File: src/rtl/or_mux_rr_arbiter.sv
// Round-robin arbiter with an OR-based word selector and a one-entry registered output stage.
// Requesters share one BIT-wide output through valid/ready handshakes. The winner's word is
// gated by its one-hot grant and OR-reduced, so unselected (possibly X) words never leak.
// Optional feature: define OR_ARB_LOCK_EN to add in_last and hold the grant for whole bursts.
module or_mux_rr_arbiter #(
  parameter int unsigned BIT          = 19,
  parameter int unsigned NUMBER_INPUT = 8
) (
  input  logic                        clk,
  input  logic                        rst_n,
  input  logic [NUMBER_INPUT-1:0]     in_valid,
  input  logic [NUMBER_INPUT*BIT-1:0] IN,
`ifdef OR_ARB_LOCK_EN
  input  logic [NUMBER_INPUT-1:0]     in_last,
`endif
  output logic [NUMBER_INPUT-1:0]     in_ready,
  output logic                        out_valid,
  output logic [BIT-1:0]              out,
  input  logic                        out_ready,
  output logic [NUMBER_INPUT-1:0]     grant
);

  localparam int unsigned PtrW = $clog2(NUMBER_INPUT);

  logic [PtrW-1:0]         ptr_q, ptr_d;
  logic                    out_valid_q, out_valid_d;
  logic [BIT-1:0]          out_q, out_d;
  logic [NUMBER_INPUT-1:0] grant_q, grant_d;

`ifdef OR_ARB_LOCK_EN
  logic                    lock_q, lock_d;
  logic [PtrW-1:0]         lock_id_q, lock_id_d;
`endif

  logic [NUMBER_INPUT-1:0] elig;
  logic                    found;
  logic [PtrW-1:0]         win;
  logic [PtrW-1:0]         idx;
  logic [PtrW-1:0]         ptr_inc;
  logic [NUMBER_INPUT-1:0] grant_oh;
  logic                    slot_free;
  logic [BIT-1:0]          data_or;

  assign slot_free = ~out_valid_q | out_ready;

  // Eligible requesters: everyone, or only the lock holder while a burst is in flight.
  always_comb begin
    elig = in_valid;
`ifdef OR_ARB_LOCK_EN
    if (lock_q) begin
      elig            = '0;
      elig[lock_id_q] = in_valid[lock_id_q];
    end
`endif
  end

  // Rotating priority search starting at ptr_q; the first eligible index wins.
  always_comb begin
    found = 1'b0;
    win   = '0;
    idx   = '0;
    for (int unsigned k = 0; k < NUMBER_INPUT; k++) begin
      idx = PtrW'((32'(ptr_q) + k) % NUMBER_INPUT);
      if (!found && elig[idx]) begin
        found = 1'b1;
        win   = idx;
      end
    end
  end

  // One-hot grant, gated ready, and the gate-then-OR data selector.
  always_comb begin
    grant_oh = '0;
    if (found) grant_oh[win] = 1'b1;
    in_ready = (rst_n && slot_free) ? grant_oh : '0;
    data_or  = '0;
    for (int unsigned j = 0; j < NUMBER_INPUT; j++) begin
      data_or = data_or | (IN[j*BIT +: BIT] & {BIT{grant_oh[j]}});
    end
    ptr_inc = (win == PtrW'(NUMBER_INPUT - 1)) ? '0 : win + PtrW'(1);
  end

  // Next state of the output buffer, pointer and (optionally) burst lock.
  always_comb begin
    out_d       = out_q;
    out_valid_d = out_valid_q;
    grant_d     = grant_q;
    ptr_d       = ptr_q;
`ifdef OR_ARB_LOCK_EN
    lock_d      = lock_q;
    lock_id_d   = lock_id_q;
`endif
    if (slot_free) begin
      if (found) begin
        out_d       = data_or;
        out_valid_d = 1'b1;
        grant_d     = grant_oh;
`ifdef OR_ARB_LOCK_EN
        // A non-last beat opens (or keeps) the lock; the last beat releases it and rotates.
        lock_d    = ~in_last[win];
        lock_id_d = win;
        if (in_last[win]) ptr_d = ptr_inc;
`else
        ptr_d = ptr_inc;
`endif
      end else begin
        // Idle: drop valid and grant, keep the last data word.
        out_valid_d = 1'b0;
        grant_d     = '0;
      end
    end
  end

  // State registers with asynchronous active-low reset.
  always_ff @(posedge clk or negedge rst_n) begin
    if (!rst_n) begin
      out_q       <= '0;
      out_valid_q <= 1'b0;
      grant_q     <= '0;
      ptr_q       <= '0;
`ifdef OR_ARB_LOCK_EN
      lock_q      <= 1'b0;
      lock_id_q   <= '0;
`endif
    end else begin
      out_q       <= out_d;
      out_valid_q <= out_valid_d;
      grant_q     <= grant_d;
      ptr_q       <= ptr_d;
`ifdef OR_ARB_LOCK_EN
      lock_q      <= lock_d;
      lock_id_q   <= lock_id_d;
`endif
    end
  end

  assign out       = out_q;
  assign out_valid = out_valid_q;
  assign grant     = grant_q;

endmodule

File: config.mk
export PLATFORM = sky130hd
export DESIGN_NAME = or_mux_rr_arbiter
export DESIGN_NICKNAME = d
export VERILOG_FILES = /design/src/rtl/or_mux_rr_arbiter.sv
export SDC_FILE = /design/constraint.sdc
export NUM_CORES = 1
export LEC_CHECK = 0
export CORE_MARGIN = 3
export CORE_UTILIZATION = 36
export DETAILED_ROUTE_END_ITERATION = 7
export MAX_ROUTING_LAYER = met4
export PLACE_DENSITY = 0.8
export SYNTH_ARGS = -nofsm -noshare
export SYNTH_HDL_FRONTEND = slang
export SYNTH_SLANG_ARGS = --single-unit
File: constraint.sdc
create_clock -name clk -period 4.46 [get_ports clk]
set_input_delay 0.892 -clock clk [delete_from_list [all_inputs] [get_ports clk]]
set_output_delay 0.892 -clock clk [all_outputs]
set_load 0.02 [all_outputs]
# After elaboration in Yosys (flattened, before gate mapping)
# Index checks and enable logic that the tools add are counted.
[word_totals]
wordCells = 96
inputBits = 163
reg_bits = 31
[op_classes]
addsub = 8
reduce_logical = 17
order_cmp = 10
n_bitwise = 17
eq_ne = 1
muxes = 39
[ops]
columns = ["op", "count"]
rows = [
  ["$and 19x19->19", 8],
  ["$or 19x19->19", 7],
  ["$lt 3x4->1 const B", 9],
  ["$mux 3", 9],
  ["$bmux 1 s3", 8],
  ["$mux 8", 3],
  ["$mux 1", 18],
  ["$add 3x3->3 const B", 4],
  ["$logic_and 1x1->1", 9],
  ["$logic_not 1->1", 7],
  ["$add 3x1->3 const B", 2],
  ["$add 3x2->3 const B", 2],
  ["$demux 1 s3", 1],
  ["$eq 3x3->1 const B", 1],
  ["$ge 3x1->1 const B", 1],
  ["$reduce_and 2->1", 1],
  ["$not 1->1", 1],
  ["$or 1x1->1", 1],
]

# Longest topological paths before layout
# Gate-level depths: netlist of run 1.
[depth]
ltp_word = 37
mapped_depth = 19

# Worst setup path before layout of run 1
# Ideal clock, no wire load.
[synth_path]
kind = "register to output"
from = "reg ptr_q[0]"
to = "out in_ready[4]"
arrival_ns = 3.977
path_buffers = 6
path_slack_ns = -0.409
path_stages_with_launch = 17
path_cell_list = "dfrtp_1 buf_6 buf_2 inv_1 ha_1 buf_2 buf_2 mux4_2 mux2_2 nor3b_2 o21ai_1 nor3_1 o21ba_2 inv_2 buf_2 buf_2 nor4_1"
[synth_between]
elab_chain_len = 30
[synth_lines]
columns = ["element", "line", "source"]
rows = [
  ["start, declared", "25", "logic [PtrW-1:0] ptr_q, ptr_d;"],
  ["start signal, assigned", "129", "ptr_q <= ptr_d;"],
  ["branches (longest 28 deep; another with $add 3x1->3)", "--", ""],
  ["$mux 8 (*)", "74", "if (found) grant_oh[win] = 1'b1;"],
  ["$mux 8 (*)", "75", "in_ready = (rst_n && slot_free) ? grant_oh : '0;"],
  ["end, declared", "16", "output logic [NUMBER_INPUT-1:0] in_ready,"],
]
# Every way passes the cells marked *. The select of a mux whose other input is x is not followed.

# Worst setup path in the final report of run 1
[layout_path]
from = "in in_valid[0]"
to = "out in_ready[6]"
[layout_between]
elab_chain_len = 30
[layout_lines]
columns = ["element", "line", "source"]
rows = [
  ["start, declared", "11", "input logic [NUMBER_INPUT-1:0] in_valid,"],
  ["$bmux 1 s3", "64", "if (!found && elig[idx]) begin"],
  ["$mux 1 (implied by the code)", "64", ""],
  ["$mux 1", "64", ""],
  ["$logic_not 1->1", "64", ""],
  ["$logic_and 1x1->1", "64", ""],
  ["$mux 1", "64", ""],
  ["$logic_not 1->1", "64", ""],
  ["$logic_and 1x1->1", "64", ""],
  ["(+14 left out)", "--", ""],
  ["$logic_and 1x1->1", "64", ""],
  ["$mux 3", "64", ""],
  ["$lt 3x4->1 (implied by the code) / $ge 3x1->1 (equally long branches)", "74", ""],
  ["$logic_and 1x1->1 (implied by the code)", "74", ""],
  ["$mux 1 (implied by the code)", "74", ""],
  ["$demux 1 s3", "74", ""],
  ["$mux 8 (*)", "74", ""],
  ["$mux 8 (*)", "75", ""],
]
# Mark *: on every way between the ends. The rest lies on a longest branch, timed or not. The select of a mux whose other input is x is not followed.

==> impl_metrics.py, run 1 <==
metrics = {
    "run_status": {
        "status": "completed",
    },
    "place": {
        "dp_slack_ns": -0.661,
        "gp_congestion": 0.977,
        "port_buffers": 198,
        "dpl.hpwl_um": 12900,
    },
    "route": {
        "drtIter0Drc": 234,
        "routed_wl_um": 16200,
        "drt_first_pass_iters": 4,
        "antenna_left": 0,
        "vias_per_cell": 5.72,
        "drc": 0,
        "wl_per_cell_um": 19.5,
        "vias": 4763,
    },
    "yosys": {
        "synth_nets": 619,
        "synth_top_area_share_pct": 21.3,
        "syn_area_per_cell_um2": 8.04,
        "ys_async_sr_fraction_pct": 100,
        "synth_edf_count": 0,
        "yosys-top-cells-area": "dfrtp_1 (21%), mux4_2 (8.7%), a21oi_1 (6.1%), o21ai_0 (5.6%), nand2_1 (5.3%)",
        "synth-seq-area-share_pct": 21.3,
        "netlist_area_mm2": 0.00363,
        "ys_seq_elements": 31,
        "synthDistinctLibCells": 62,
        "yosysWarnings": 0,
        "yosysTopAreaCell": "dfrtp_1",
        "synthCells": 452,
        "ys.flop_type": "dfrtp_1",
    },
    "clocking": {
        "clock_latency_ns": 0.28,
        "cts.clk_slew.worst_paths_ns": 0.07,
        "clock_path_buffers": 2,
        "clockRootBuffer": "clkbuf_8",
        "cts_tree": "built",
        "htreeDepth": 2,
        "cts.sinks": 31,
        "cts_made_buffers": 5,
    },
    "grt": {
        "grt_max_degree": 35,
        "grt_overflow": 0,
        "grt_pass1_wl_um": 25300,
        "antenna_found_initial": 0,
        "grt_pass1_vias": 4989,
        "track_usage_pct": 28.4,
    },
    "layout": {
        "antenna_cells": 0,
        "drive_gt1_share_pct": 26.9,
        "syn2layout_area_growth_pct": 78.7,
        "n_fill_cell": 811,
        "fin_nets": 866,
    },
    "critical_path": {
        "required_ns": 3.57,
        "worstPathBufferInverterCount": 4,
        "crit_fanout": 7,
        "crit_family": "multiplexers",
        "cp.arrival_ns": 3.48,
        "startpoint_type": "primary input",
        "worst_path_max_delay_cell": "mux4_2",
        "critical-path-max-stage-delay_ns": 0.50,
        "crit_type": "in2out",
        "worst_path_most_repeated_cell": "buf_4",
        "end_kind": "output port",
        "cp_cell_sequence": "dlygate4sd2_1, mux4_2, buf_4, mux2_2, a211oi_1, nor3_2, o21ba_4, buf_12, nor4_4, buf_4",
    },
    "sta": {
        "worst_slack_ns": 0.0857,
        "drv_slew": 0,
        "finalCritPeriodShare_pct": 98.1,
        "tightest_slew_ns": 0.706,
        "final-setup-viol-count": 0,
        "slew_headroom_pct": 52.9,
        "hold_viol_final": 0,
        "max_freq_ghz": 0.229,
        "min_period_ns": 4.37,
        "fin_worst_skew_ns": 0.00680,
    },
    "die": {
        "io_pins": 199,
        "initial_utilization_pct": 37.2,
        "chipHeight_um": 106,
        "core_mm2": 0.00977,
        "die_w_um": 106,
        "die_area_mm2": 0.0113,
        "rows": 36,
    },
    "min_path": {
        "hp-class": "reg2reg",
    },
    "run": {
        "drv_cap": 0,
    },
}
-- layer usage --
metal  share of wire [%]  global-route usage [%]  vias up
li1                    -                       -     2234
met1                  39                    33.4     2243
met2                  50                    48.7      248
met3                 8.4                    6.19       38
met4                 3.2                    8.95        0
met5                   0                       -        -
-- cells by family after synthesis --
kind of cell | count (synthesis) | share of synthesized area (%)
multiplexers | 46 | 18.1
AND/OR/NAND/NOR | 147 | 20.3
AO/OA/AOI/OAI | 175 | 32.1
XOR/XNOR | 3 | 0.723
flip-flops | 31 | 21.3
buffers and inverters | 46 | 6.03
adder cells (fa/ha/maj) | 4 | 1.38
-- worst paths after layout --
check,start,to,slack [ns],depth (start not counted)
max,in_valid[0],in_ready[6],0.09,10
max reg2reg,ptr_q[1]$_DFFE_PN0P_,out[5]$_DFFE_PN0P_,0.56,17
min in group asynchronous,rst_n,out[9]$_DFFE_PN0P_,0.67,2
min reg2reg,grant[4]$_DFFE_PN0N_,grant[4]$_DFFE_PN0N_,0.47,2
min,grant[4]$_DFFE_PN0N_,grant[4]$_DFFE_PN0N_,0.47,2
max in group asynchronous,rst_n,out[6]$_DFFE_PN0P_,3.48,2
-- stage by stage --
stage	util (%)	area, um2	hold slack [ns]	instances	setup TNS (ns)
CTS	65.8	6430	0.471	828	-0.0559
detailed placement	64.5	6300	0.456	820	-5.24
global placement	64.5	6300	0.449	820	-4.02
floorplan	-	3750	0.583	452	0
global route	66.4	6490	0.522	833	-0.0185
finish	66.4	6490	0.471	833	0
-- cell usage in the layout (no fill, tap or decap), drive strengths merged, types with 3 or more instances in the layout --
master         Yosys  routed
nand2             52      52
nor2b              5       5
nor4               5       5
a21o               3       3
xnor2              3       3
ha                 4       4
dfrtp             31      31
a31oi             18      18
a32o               3       3
o21ai             44      44
nand3             18      18
a211oi             3       3
nor2              31      31
and3               6       6
or3                3       3
o22ai              8       8
clkdlybuf4s50      0     181
a2bb2oi            5       5
nor3b              4       4
mux4              14      14
clkbuf            17      14
a21oi             44      44
nand2b             5       5
mux2              16      16
mux2i             16      16
a31o              12      12
nor3              11      11
o31ai              4       4
a221oi             9       9
buf               23      89
inv                6       6
a32oi              7       7
-- synth_stat cells (3+ instances only) --
| cell | number |
|---|---|
| a2bb2oi_1 | 5 |
| nand2_1 | 51 |
| a21o_1 | 3 |
| nor3b_2 | 3 |
| inv_2 | 3 |
| a31oi_1 | 17 |
| nand2b_1 | 5 |
| nor2b_1 | 5 |
| clkbuf_1 | 17 |
| nor2_1 | 30 |
| dfrtp_1 | 31 |
| o31ai_1 | 4 |
| a21oi_1 | 44 |
| mux2_2 | 12 |
| a31o_2 | 12 |
| nor4_1 | 4 |
| o21ai_0 | 41 |
| nor3_2 | 3 |
| a32o_1 | 3 |
| xnor2_1 | 3 |
| a221oi_1 | 9 |
| o22ai_1 | 8 |
| mux2i_1 | 16 |
| mux2_1 | 3 |
| nor3_1 | 8 |
| inv_1 | 3 |
| nand3_1 | 18 |
| a32oi_1 | 7 |
| and3_1 | 6 |
| mux4_2 | 14 |
| ha_1 | 4 |
| buf_2 | 19 |
| or3_1 | 3 |
-- layout make-up --
cell class              count  area [um2]  area share [%]
clock buffers               6        82.6            1.27
inverters                   6        22.5           0.347
multi-input cells         375        2840            43.8
repair buffers            280        2570            39.6
clock inverters             2        35.0           0.540
well taps                 133         166            2.56
flip-flops and latches     31         776            12.0
-- what timing repair did --
action / CTS / global route
gates resized for setup: 40 / 33
endpoints found under the setup margin: 8 / 8
pin swaps: 2 / 5
gates cloned: 0 / 0
buffers inserted: 0 / 5
hold buffers: 0 / 0
-- worst min-delay path, delay by kind of cell, from the launching register on --
kind | cells | cell delay [ns]
flops | 1 | 0.34
simple gates | 2 | 0.10
-- sequential cells by signal, indices dropped and copies added (netlist names) --
signal / flops
grant: 8
out: 19
out_valid: 1
ptr_q: 3
Power of run 1 is not shown: default switching activity piles up to over one toggle a cycle in this logic, so the estimate is an artifact.
==> run 2: changes to the inputs <==
Settings changed: CORE_MARGIN 3 to default, CORE_UTILIZATION 36 to 37, CTS_BUF_LIST from default to sky130_fd_sc_hd__clkbuf_4 sky130_fd_sc_hd__clkbuf_8, PLACE_DENSITY 0.8 to 0.87.
==> run 2 against run 1 <==
Compared with the run above: design area down 3.3%; clock-buffer cell count up 1; worst setup slack better by 0.062 ns; cell count down 1.9%; non-clock buffer count down 12; core utilization up 0.59 points; sequential cell count unchanged; clock skew down 0.0024 ns; global-route usage up 3.0 points; via count up 3.2%; routed wire length up 0.72%; first-iteration DRC count up 46%.
==> impl_metrics.py, run 2 (synthesis results as in run 1) <==
metrics = {
    "route": {
        "drt_first_pass_iters": 5,
        "drc": 0,
        "wl_per_cell_um": 20.0,
        "routed_wl_um": 16300,
        "antenna_left": 0,
        "vias_per_cell": 6.02,
        "vias": 4917,
        "drtIter0Drc": 342,
    },
    "critical_path": {
        "crit_type": "reg2out",
        "cp.arrival_ns": 3.42,
        "end_kind": "output port",
        "r2r-start": "ptr_q[0]$_DFFE_PN0P_",
        "startpoint_type": "register",
        "crit_path_start": "ptr_q[0]$_DFFE_PN0P_",
        "required_ns": 3.57,
        "crit_fanout": 14,
    },
    "sta": {
        "final-setup-viol-count": 0,
        "tightest_slew_ns": 1.16,
        "hold_viol_final": 0,
        "rsz0062_at_grt": "false",
        "min_period_ns": 4.31,
        "fin_worst_skew_ns": 0.00435,
        "max_freq_ghz": 0.232,
        "drv_slew": 0,
        "worst_slack_ns": 0.148,
        "slew_headroom_pct": 22.5,
        "finalCritPeriodShare_pct": 96.7,
    },
    "clocking": {
        "clock_path_buffers": 2,
        "cts_made_buffers": 5,
        "cts_tree": "built",
        "cts.clk_slew.worst_paths_ns": 0.07,
        "htreeDepth": 2,
        "holdBufCountCts": 0,
        "clockRootBuffer": "clkbuf_8",
        "cts.sinks": 31,
        "clock_latency_ns": 0.28,
    },
    "layout": {
        "final_core_util_pct": 67.0,
        "n_fill_cell": 808,
        "largest_reg_flops": 19,
        "antenna_cells": 0,
        "drive_gt1_share_pct": 25.0,
        "fin_nets": 854,
        "layout_commonest_cell": "clkdlybuf4s50_1",
        "layout_common_cells": "clkdlybuf4s50_1 (181), buf_4 (70), nand2_1 (49)",
        "syn2layout_area_growth_pct": 72.8,
    },
    "place": {
        "dp_slack_ns": -0.667,
        "dpl.hpwl_um": 12500,
        "gp_congestion": 0.929,
        "port_buffers": 198,
    },
    "die": {
        "die_w_um": 101,
        "core_mm2": 0.00937,
        "die_area_mm2": 0.0102,
        "initial_utilization_pct": 38.8,
        "rows": 35,
        "io_pins": 199,
        "chipHeight_um": 101,
    },
    "grt": {
        "grt_pass1_wl_um": 23900,
        "antenna_found_initial": 0,
        "track_usage_pct": 31.5,
        "grt_pass1_vias": 4808,
        "grt_max_degree": 43,
        "grt_overflow": 0,
    },
    "min_path": {
        "hp-class": "reg2reg",
        "min_from": "grant[0]$_DFFE_PN0N_",
    },
    "run_status": {
        "status": "completed",
    },
    "run": {
        "drv_cap": 0,
    },
}
-- run 2: cell count changes in the layout (fill, tap and decap cells not counted), sizes merged --
cell           previous run  this run
buf                      89        79
bufinv                    1         0
clkbuf                   14        15
clkdlybuf4s15             1         0
dlygate4sd2               1         0
-- run 2: path summary, 6_finish.rpt --
kind,endpoint,slack [ns],depth (start not counted)
setup / recovery,in_ready[3],0.15,13
hold / removal,grant[0]$_DFFE_PN0N_,0.49,2
setup reg to reg,out[2]$_DFFE_PN0P_,0.33,14
hold reg to reg,grant[0]$_DFFE_PN0N_,0.49,2
max in group asynchronous,grant[4]$_DFFE_PN0N_,3.50,2
min in group asynchronous,out[15]$_DFFE_PN0P_,0.66,2
-- run 2: final cells by class --
cell class / instances / area [um2] / share of cell area, %
multi-input cells: 375 / 2790 / 44.4
repair buffers: 268 / 2440 / 38.9
flip-flops and latches: 31 / 776 / 12.4
well taps: 129 / 161 / 2.57
clock buffers: 7 / 83.8 / 1.34
inverters: 6 / 22.5 / 0.359
clock inverters: 1 / 5.00 / 0.0797
-- run 2: repair_timing --
item                       CTS  global route
pin swaps                    3             7
setup buffers                1             4
resized for setup           40            27
setup endpoints to repair    9             9
-- run 2: metal layers --
metal	wire length, um	global-route usage (%)	part of all wire, %	vias to the layer above
li1	-	-	-	2214
met1	6160	36.1	38	2332
met2	8170	55.2	50	310
met3	1400	4.30	8.6	61
met4	591	12.7	3.6	0
met5	0	-	0	-
-- run 2: worst max-delay path, cell delays in order (launching register included) --
cell	delay, ns
dfrtp_1	0.41
inv_1	0.10
ha_4	0.29
buf_6	0.17
mux4_2	0.34
buf_4	0.17
mux2_2	0.30
nor2_1	0.23
o211ai_1	0.20
a21o_1	0.27
a211oi_4	0.26
nand2_2	0.11
nor2_4	0.10
buf_2	0.17
-- run 2: through the flow --
stage / cell area (um2) / hold WS, ns / cells / TNS (ns)
global route: 6280 / 0.517 / 817 / 0
floorplan: 3750 / 0.583 / 452 / 0
global placement: 6180 / 0.449 / 804 / -4.81
finish: 6280 / 0.488 / 817 / 0
detailed placement: 6180 / 0.471 / 804 / -8.02
CTS: 6250 / 0.485 / 813 / -0.0556
Power of run 2 is left out for the same reason.
